### src/rtl/game_pkg.sv
// rtl/game_pkg.sv - shared game states and sprite geometry defaults
package game_pkg;

   typedef enum logic [1:0] {
      IDLE   = 2'd0,
      PLAY   = 2'd1,
      INVULN = 2'd2,
      OVER   = 2'd3
   } state_e;

   localparam int SCREEN_H_DFLT     = 480;
   localparam int PLANE_X_DFLT      = 60;
   localparam int PLANE_W_DFLT      = 32;
   localparam int PLANE_H_DFLT      = 16;
   localparam int LAVA_W_DFLT       = 8;
   localparam int LAVA_H_DFLT       = 8;
   localparam int MTN_W_DFLT        = 40;
   localparam int LIVES_DFLT        = 3;
   localparam int INVULN_TICKS_DFLT = 30;

endpackage

### src/rtl/collision_ctrl_if.sv
// rtl/collision_ctrl_if.sv - frame tick, positions and game status bundle
interface collision_ctrl_if;
   import game_pkg::*;

   logic        tick;
   logic        start;
   logic [9:0]  plane_y;
   logic [9:0]  lava_x;
   logic [9:0]  lava_y;
   logic [9:0]  mountain1_x;
   logic [9:0]  mountain1_y;
   logic [9:0]  mountain2_x;
   logic [9:0]  mountain2_y;
   logic        game_over;
   logic        hit;
   logic [1:0]  lives;
   state_e      state;
   logic [15:0] survive_ticks;

   modport slave (
      input  tick, start, plane_y, lava_x, lava_y,
             mountain1_x, mountain1_y, mountain2_x, mountain2_y,
      output game_over, hit, lives, state, survive_ticks
   );

   modport master (
      output tick, start, plane_y, lava_x, lava_y,
             mountain1_x, mountain1_y, mountain2_x, mountain2_y,
      input  game_over, hit, lives, state, survive_ticks
   );

endinterface

### src/rtl/box_overlap.sv
// rtl/box_overlap.sv - half-open box intersection test on 11-bit coordinates
module box_overlap (
   input  logic [10:0] a_x0_i,
   input  logic [10:0] a_x1_i,
   input  logic [10:0] a_y0_i,
   input  logic [10:0] a_y1_i,
   input  logic [10:0] b_x0_i,
   input  logic [10:0] b_x1_i,
   input  logic [10:0] b_y0_i,
   input  logic [10:0] b_y1_i,
   output logic        overlap_o
);

   assign overlap_o = (a_x0_i < b_x1_i) && (b_x0_i < a_x1_i) &&
                      (a_y0_i < b_y1_i) && (b_y0_i < a_y1_i);

endmodule

### src/rtl/collision_ctrl.sv
// rtl/collision_ctrl.sv - per-frame collision check, lives and invulnerability FSM
module collision_ctrl #(
   parameter int PLANE_X      = game_pkg::PLANE_X_DFLT,
   parameter int PLANE_W      = game_pkg::PLANE_W_DFLT,
   parameter int PLANE_H      = game_pkg::PLANE_H_DFLT,
   parameter int LAVA_W       = game_pkg::LAVA_W_DFLT,
   parameter int LAVA_H       = game_pkg::LAVA_H_DFLT,
   parameter int MTN_W        = game_pkg::MTN_W_DFLT,
   parameter int SCREEN_H     = game_pkg::SCREEN_H_DFLT,
   parameter int LIVES        = game_pkg::LIVES_DFLT,
   parameter int INVULN_TICKS = game_pkg::INVULN_TICKS_DFLT
) (
   input  logic             clk,
   input  logic             reset,
   collision_ctrl_if.slave  bus
);
   import game_pkg::*;

   logic [10:0] px0, px1, py0, py1;
   logic [10:0] lx0, lx1, ly0, ly1;
   logic [10:0] m1x0, m1x1, m1y0, m2x0, m2x1, m2y0, mtn_y1;
   logic        hit_lava, hit_m1, hit_m2, collide;

   assign px0    = 11'(PLANE_X);
   assign px1    = 11'(PLANE_X + PLANE_W);
   assign py0    = {1'b0, bus.plane_y};
   assign py1    = py0 + 11'(PLANE_H);
   assign lx0    = {1'b0, bus.lava_x};
   assign lx1    = lx0 + 11'(LAVA_W);
   assign ly0    = {1'b0, bus.lava_y};
   assign ly1    = ly0 + 11'(LAVA_H);
   assign m1x0   = {1'b0, bus.mountain1_x};
   assign m1x1   = m1x0 + 11'(MTN_W);
   assign m1y0   = {1'b0, bus.mountain1_y};
   assign m2x0   = {1'b0, bus.mountain2_x};
   assign m2x1   = m2x0 + 11'(MTN_W);
   assign m2y0   = {1'b0, bus.mountain2_y};
   assign mtn_y1 = 11'(SCREEN_H);

   box_overlap u_lava (.a_x0_i(px0), .a_x1_i(px1), .a_y0_i(py0), .a_y1_i(py1),
                       .b_x0_i(lx0), .b_x1_i(lx1), .b_y0_i(ly0), .b_y1_i(ly1),
                       .overlap_o(hit_lava));
   box_overlap u_mtn1 (.a_x0_i(px0), .a_x1_i(px1), .a_y0_i(py0), .a_y1_i(py1),
                       .b_x0_i(m1x0), .b_x1_i(m1x1), .b_y0_i(m1y0), .b_y1_i(mtn_y1),
                       .overlap_o(hit_m1));
   box_overlap u_mtn2 (.a_x0_i(px0), .a_x1_i(px1), .a_y0_i(py0), .a_y1_i(py1),
                       .b_x0_i(m2x0), .b_x1_i(m2x1), .b_y0_i(m2y0), .b_y1_i(mtn_y1),
                       .overlap_o(hit_m2));

   assign collide = hit_lava | hit_m1 | hit_m2;

   state_e      state_q, state_d;
   logic [1:0]  lives_q, lives_d;
   logic [15:0] surv_q, surv_d, surv_inc;
   logic [7:0]  inv_q, inv_d;
   logic        hit_q, hit_d;
   logic        go_q, go_d;

   assign surv_inc = (surv_q == 16'hFFFF) ? surv_q : surv_q + 16'd1;

   always_ff @(posedge clk or posedge reset) begin
      if (reset) begin
         state_q <= IDLE;
         lives_q <= 2'(LIVES);
         surv_q  <= 16'd0;
         inv_q   <= 8'd0;
         hit_q   <= 1'b0;
         go_q    <= 1'b1;
      end else begin
         state_q <= state_d;
         lives_q <= lives_d;
         surv_q  <= surv_d;
         inv_q   <= inv_d;
         hit_q   <= hit_d;
         go_q    <= go_d;
      end
   end

   // A start in IDLE/OVER wins over a coincident tick: no count, no collision check.
   always_comb begin
      state_d = state_q;
      lives_d = lives_q;
      surv_d  = surv_q;
      inv_d   = inv_q;
      hit_d   = 1'b0;
      go_d    = go_q;
      case (state_q)
         IDLE, OVER: begin
            if (bus.start) begin
               state_d = PLAY;
               lives_d = 2'(LIVES);
               surv_d  = 16'd0;
               go_d    = 1'b0;
            end
         end
         PLAY: begin
            if (bus.tick) begin
               surv_d = surv_inc;
               if (collide) begin
                  hit_d   = 1'b1;
                  lives_d = lives_q - 2'd1;
                  if (lives_q == 2'd1) begin
                     state_d = OVER;
                     go_d    = 1'b1;
                  end else begin
                     state_d = INVULN;
                     inv_d   = 8'(INVULN_TICKS);
                  end
               end
            end
         end
         INVULN: begin
            if (bus.tick) begin
               surv_d = surv_inc;
               inv_d  = inv_q - 8'd1;
               if (inv_q == 8'd1) state_d = PLAY;
            end
         end
         default: ;
      endcase
   end

   assign bus.game_over     = go_q;
   assign bus.hit           = hit_q;
   assign bus.lives         = lives_q;
   assign bus.state         = state_q;
   assign bus.survive_ticks = surv_q;

endmodule

### src/flat_wrapper.sv
// flat-port wrapper written by rule: the top's interface ports become plain ports
module collision_ctrl_flat import game_pkg::*;
#(
   parameter int PLANE_X      = game_pkg::PLANE_X_DFLT,
   parameter int PLANE_W      = game_pkg::PLANE_W_DFLT,
   parameter int PLANE_H      = game_pkg::PLANE_H_DFLT,
   parameter int LAVA_W       = game_pkg::LAVA_W_DFLT,
   parameter int LAVA_H       = game_pkg::LAVA_H_DFLT,
   parameter int MTN_W        = game_pkg::MTN_W_DFLT,
   parameter int SCREEN_H     = game_pkg::SCREEN_H_DFLT,
   parameter int LIVES        = game_pkg::LIVES_DFLT,
   parameter int INVULN_TICKS = game_pkg::INVULN_TICKS_DFLT
)
  (clk, reset, bus_tick, bus_start, bus_plane_y, bus_lava_x, bus_lava_y, bus_mountain1_x, bus_mountain1_y, bus_mountain2_x, bus_mountain2_y, bus_game_over, bus_hit, bus_lives, bus_state, bus_survive_ticks);
  collision_ctrl_if bus_i ();
  input  logic clk;
  input  logic reset;
  input wire logic [$bits(bus_i.tick)-1:0] bus_tick;
  input wire logic [$bits(bus_i.start)-1:0] bus_start;
  input wire logic [$bits(bus_i.plane_y)-1:0] bus_plane_y;
  input wire logic [$bits(bus_i.lava_x)-1:0] bus_lava_x;
  input wire logic [$bits(bus_i.lava_y)-1:0] bus_lava_y;
  input wire logic [$bits(bus_i.mountain1_x)-1:0] bus_mountain1_x;
  input wire logic [$bits(bus_i.mountain1_y)-1:0] bus_mountain1_y;
  input wire logic [$bits(bus_i.mountain2_x)-1:0] bus_mountain2_x;
  input wire logic [$bits(bus_i.mountain2_y)-1:0] bus_mountain2_y;
  output wire logic [$bits(bus_i.game_over)-1:0] bus_game_over;
  output wire logic [$bits(bus_i.hit)-1:0] bus_hit;
  output wire logic [$bits(bus_i.lives)-1:0] bus_lives;
  output wire logic [$bits(bus_i.state)-1:0] bus_state;
  output wire logic [$bits(bus_i.survive_ticks)-1:0] bus_survive_ticks;
  assign bus_i.tick = bus_tick;
  assign bus_i.start = bus_start;
  assign bus_i.plane_y = bus_plane_y;
  assign bus_i.lava_x = bus_lava_x;
  assign bus_i.lava_y = bus_lava_y;
  assign bus_i.mountain1_x = bus_mountain1_x;
  assign bus_i.mountain1_y = bus_mountain1_y;
  assign bus_i.mountain2_x = bus_mountain2_x;
  assign bus_i.mountain2_y = bus_mountain2_y;
  assign bus_game_over = bus_i.game_over;
  assign bus_hit = bus_i.hit;
  assign bus_lives = bus_i.lives;
  assign bus_state = bus_i.state;
  assign bus_survive_ticks = bus_i.survive_ticks;
  collision_ctrl #(.PLANE_X(PLANE_X), .PLANE_W(PLANE_W), .PLANE_H(PLANE_H), .LAVA_W(LAVA_W), .LAVA_H(LAVA_H), .MTN_W(MTN_W), .SCREEN_H(SCREEN_H), .LIVES(LIVES), .INVULN_TICKS(INVULN_TICKS)) u_core (.clk(clk), .reset(reset), .bus(bus_i));
endmodule
### config.mk
export PLATFORM = sky130hd
export DESIGN_NAME = collision_ctrl_flat
export DESIGN_NICKNAME = d
export VERILOG_FILES = /design/src/rtl/game_pkg.sv /design/src/rtl/collision_ctrl_if.sv /design/src/rtl/box_overlap.sv /design/src/rtl/collision_ctrl.sv /design/src/flat_wrapper.sv
export SDC_FILE = /design/constraint.sdc
export NUM_CORES = 1
export LEC_CHECK = 0
export BUFFER_PORTS_ARGS = -buffer_cell sky130_fd_sc_hd__buf_2
export CAP_MARGIN = 10
export CORE_ASPECT_RATIO = 1.1
export CORE_UTILIZATION = 63
export DETAILED_ROUTE_END_ITERATION = 6
export GPL_ROUTABILITY_DRIVEN = 0
export HOLD_SLACK_MARGIN = 0.1
export PLACE_DENSITY = 0.95
export SYNTH_ARGS = -nofsm -noshare
export SYNTH_HDL_FRONTEND = slang
export SYNTH_HIERARCHICAL = 1
export SYNTH_SLANG_ARGS = --single-unit
### constraint.sdc
create_clock -name clk -period 5.3 [get_ports clk]
set_input_delay 1.06 -clock clk [delete_from_list [all_inputs] [get_ports clk]]
set_output_delay 1.06 -clock clk [all_outputs]
set_load 0.03 [all_outputs]
==> results.yml <==
outcome:
  outcome: "complete, no violations"
clock_network:
  hold_buffers: 0
  cts_buffers: 5
  cts_tree: "built"
  clk_latency_ns: 0.29
  clkSinkCount: 30
  cts_setup_buffers: 0
  cts_buffer_depth: 2
  clk_pin_slew_ns: 0.06
  root_buffer: "clkbuf_8"
  cts_max_level: 2
  ctsResizeCount: 0
floorplan:
  core_area_sq_mm: 0.008040
  row_count: 34
  die-area_sq_mm: 0.008808
  die_y_um: 98.34
  io_pins: 96
  start_util_pct: 66.11
  die_w_um: 89.58
critical_path:
  crit_start: "bus_plane_y[5]"
  reg2reg_depth: 7
  worst_setup_path_end_kind: "register"
  arrival_ns: 4.08
  crit_required_ns: 5.47
  crit_fanout: 9
  crit_end: "u_core/inv_q[5]$_DFFE_PP0P_"
  r2r_setup_slack_ns: 2.73
  start_kind: "input port"
  timing.rr.start: "u_core/bus.state[0]$_DFFE_PP0P_"
  reg2reg_to: "u_core/bus.survive_ticks[15]$_DFFE_PP0P_"
  critPathKind: "input port to register"
route:
  via_count: 5695
  vias_per_cell: 5.764
  drt-initial-drc-count: 395
  drt_first_pass_iters: 5
  drc: 0
  wire_per_inst_um: 14.25
  wl_um: 14080
  drtAntennaViolNets: 0
timing:
  rsz0062_at_grt: "no"
  hold_ws_ns: 0.4903
  fin_crit_sh_pct: 73.72
  worst_pin_slew_ns: 0.6603
  relSlewSlack_pct: 55.82
  hold_viol_final: 0
  drv_slew: 0
  fin_setup_tns_ns: 0
  setup_viol: 0
  fin_skew_ns: 0.01150
  timing.fmax_ghz: 0.2559
  fin_crit_ns: 3.907
placement:
  postPlaceCellArea_sq_mm: 0.006260
  dp_hpwl_um: 11460
  port_buffers: 95
synthesis:
  syn_area_sq_mm: 0.005315
  avgSynthCellArea_sq_um: 7.737
  synth_seq_cells: 30
  synth_seq_area_share_pct: 14.19
  synth_edf_count: 0
  synth_warnings: 6
  ys_types: 55
  synth_cells: 687
  synthArstFlopShare_pct: 100.0
  yosysTopAreaCell: "ha_1"
  synth_top_area_share_pct: 30.84
  synthTopCellsByArea: "ha_1, dfrtp_1, inv_1"
  synth_flop_cell: "dfrtp_1"
power_and_ir_drop:
  p_per_area_mw_per_mm2: 218.1
  ir_worst_vdd_v: 0.0001658
  power_mw: 1.395
  power.static_leakage_nw: 3.533
finish:
  diodes: 0
  layout-drive-gt1-share_pct: 14.89
  fin_nets: 1084
  utilization_pct: 79.55
  finalInstanceArea_sq_mm: 0.006396
  syn2layout_area_growth_pct: 20.34
  n_fill_cell: 559
global_route:
  grt_first_pass_wirelength_um: 22850
  overflow: 0
  grt_max_degree: 31
  antenna_found_initial: 0
  grt_pass1_vias: 5545
  grt_util_all_layers_pct: 32.13
job:
  drv_cap: 0
worst_hold_path:
  hold_class: "register to register"
  min_from: "u_core/inv_q[6]$_DFFE_PP0P_"
[worst max-delay path, cell delays in order]
cell,delay [ns]
buf_2,0.17
ha_1,0.23
nand3_1,0.10
xnor2_1,0.29
inv_1,0.09
ha_1,0.32
nand4_1,0.15
o22ai_1,0.11
nor2_1,0.10
nand3_1,0.09
nor4_2,0.34
nor3_1,0.16
o2bb2ai_1,0.18
and2_1,0.35
nand2_1,0.10
a32o_1,0.22
[registers in the layout (all words and copies together) (netlist names)]
| signal | cells |
|---|---|
| u_core/bus.survive_ticks | 16 |
| u_core/inv_q | 8 |
| u_core/bus.lives | 2 |
| u_core/bus.state | 2 |
| u_core/bus.game_over | 1 |
| u_core/bus.hit | 1 |
[cell usage in the layout, fill, tap and decap left out, drive strengths merged, types with 5 or more instances in the layout]
master / n
inv: 133
ha: 131
conb: 97
buf: 96
a21oi: 56
nand2: 50
nor2: 39
nand3: 36
nand4: 28
dfrtp: 27
xnor2: 23
o21ai: 18
nand2b: 15
o22ai: 13
nor4: 10
a21o: 9
and3: 8
nor3: 8
xor2: 8
a211oi: 7
a22oi: 6
clkbuf: 5
mux2i: 5
or3: 5
[where the power goes]
part / switching, mW / leakage, nW / internal, mW
clock: 0.0976 / 0.0579 / 0.138
sequential: 0.0773 / 0.378 / 0.291
combinational: 0.495 / 3.10 / 0.296
[logic make-up after synthesis]
| group | share of synthesized area [%] |
|---|---|
| xor+xnor | 5.108 |
| other cells | 0.1413 |
| mux | 1.224 |
| fa+ha+maj | 30.84 |
| flops | 14.20 |
| simple gates | 21.96 |
| buf+inv | 9.816 |
| compound gates | 16.71 |
[worst min path at each step]
| stage | end | slack, ns | cells after the start |
|---|---|---|---|
| 6_report | u_core/inv_q[6]$_DFFE_PP0P_ | 0.49 | 1 |
| 3_5_place_dp | u_core/inv_q[6]$_DFFE_PP0P_ | 0.48 | 1 |
| 2_1_floorplan | u_core/inv_q[6]$_DFFE_PP0P_ | 0.46 | 1 |
| 4_1_cts | u_core/inv_q[6]$_DFFE_PP0P_ | 0.49 | 1 |
| 3_3_place_gp | u_core/inv_q[6]$_DFFE_PP0P_ | 0.47 | 1 |
| 5_1_grt | u_core/inv_q[6]$_DFFE_PP0P_ | 0.52 | 1 |
[Yosys cell counts, drive strengths merged, types with 3 or more instances]
library cell and instances:
a22oi 6, dfstp 3, nand2 50, nor3 8, nand2b 15, a21o 9
nor2 39, and3 8, nand4 28, a211oi 7, a31oi 3, nor4 10
xor2 8, a211o 4, o21ai 18, o22ai 13, nor2b 4, ha 131
a41oi 4, mux2i 5, dfrtp 27, nand3 36, clkbuf 6, xnor2 23
o211ai 3, a21oi 56, inv 133, or3 5
[routing by layer]
layer	GRT usage, %	share of wire, %	wire length, um
met4	13.31	4.0	559
met3	5.325	6.5	915
met5	0	0	0
met1	35.14	39	5498
met2	59.32	50	7106
[layout make-up]
type                    instances  area, sq um  area share (%)
clock inverters                 3        40.04          0.6260
well taps                     108        135.1           2.113
inverters                     133        499.2           7.805
flip-flops and latches         30        754.5           11.80
repair buffers                 96        503.0           7.864
clock buffers                   5        68.82           1.076
multi-input cells             613         4395           68.72
[stage by stage]
step | cells | worst slack, ns
2_1_floorplan | 782 | 1.795
3_3_place_gp | 979 | 1.378
3_5_place_dp | 979 | 1.190
4_1_cts | 987 | 1.462
5_1_grt | 988 | 1.144
6_report | 988 | 1.393
Power figures use the tool's default switching activity.
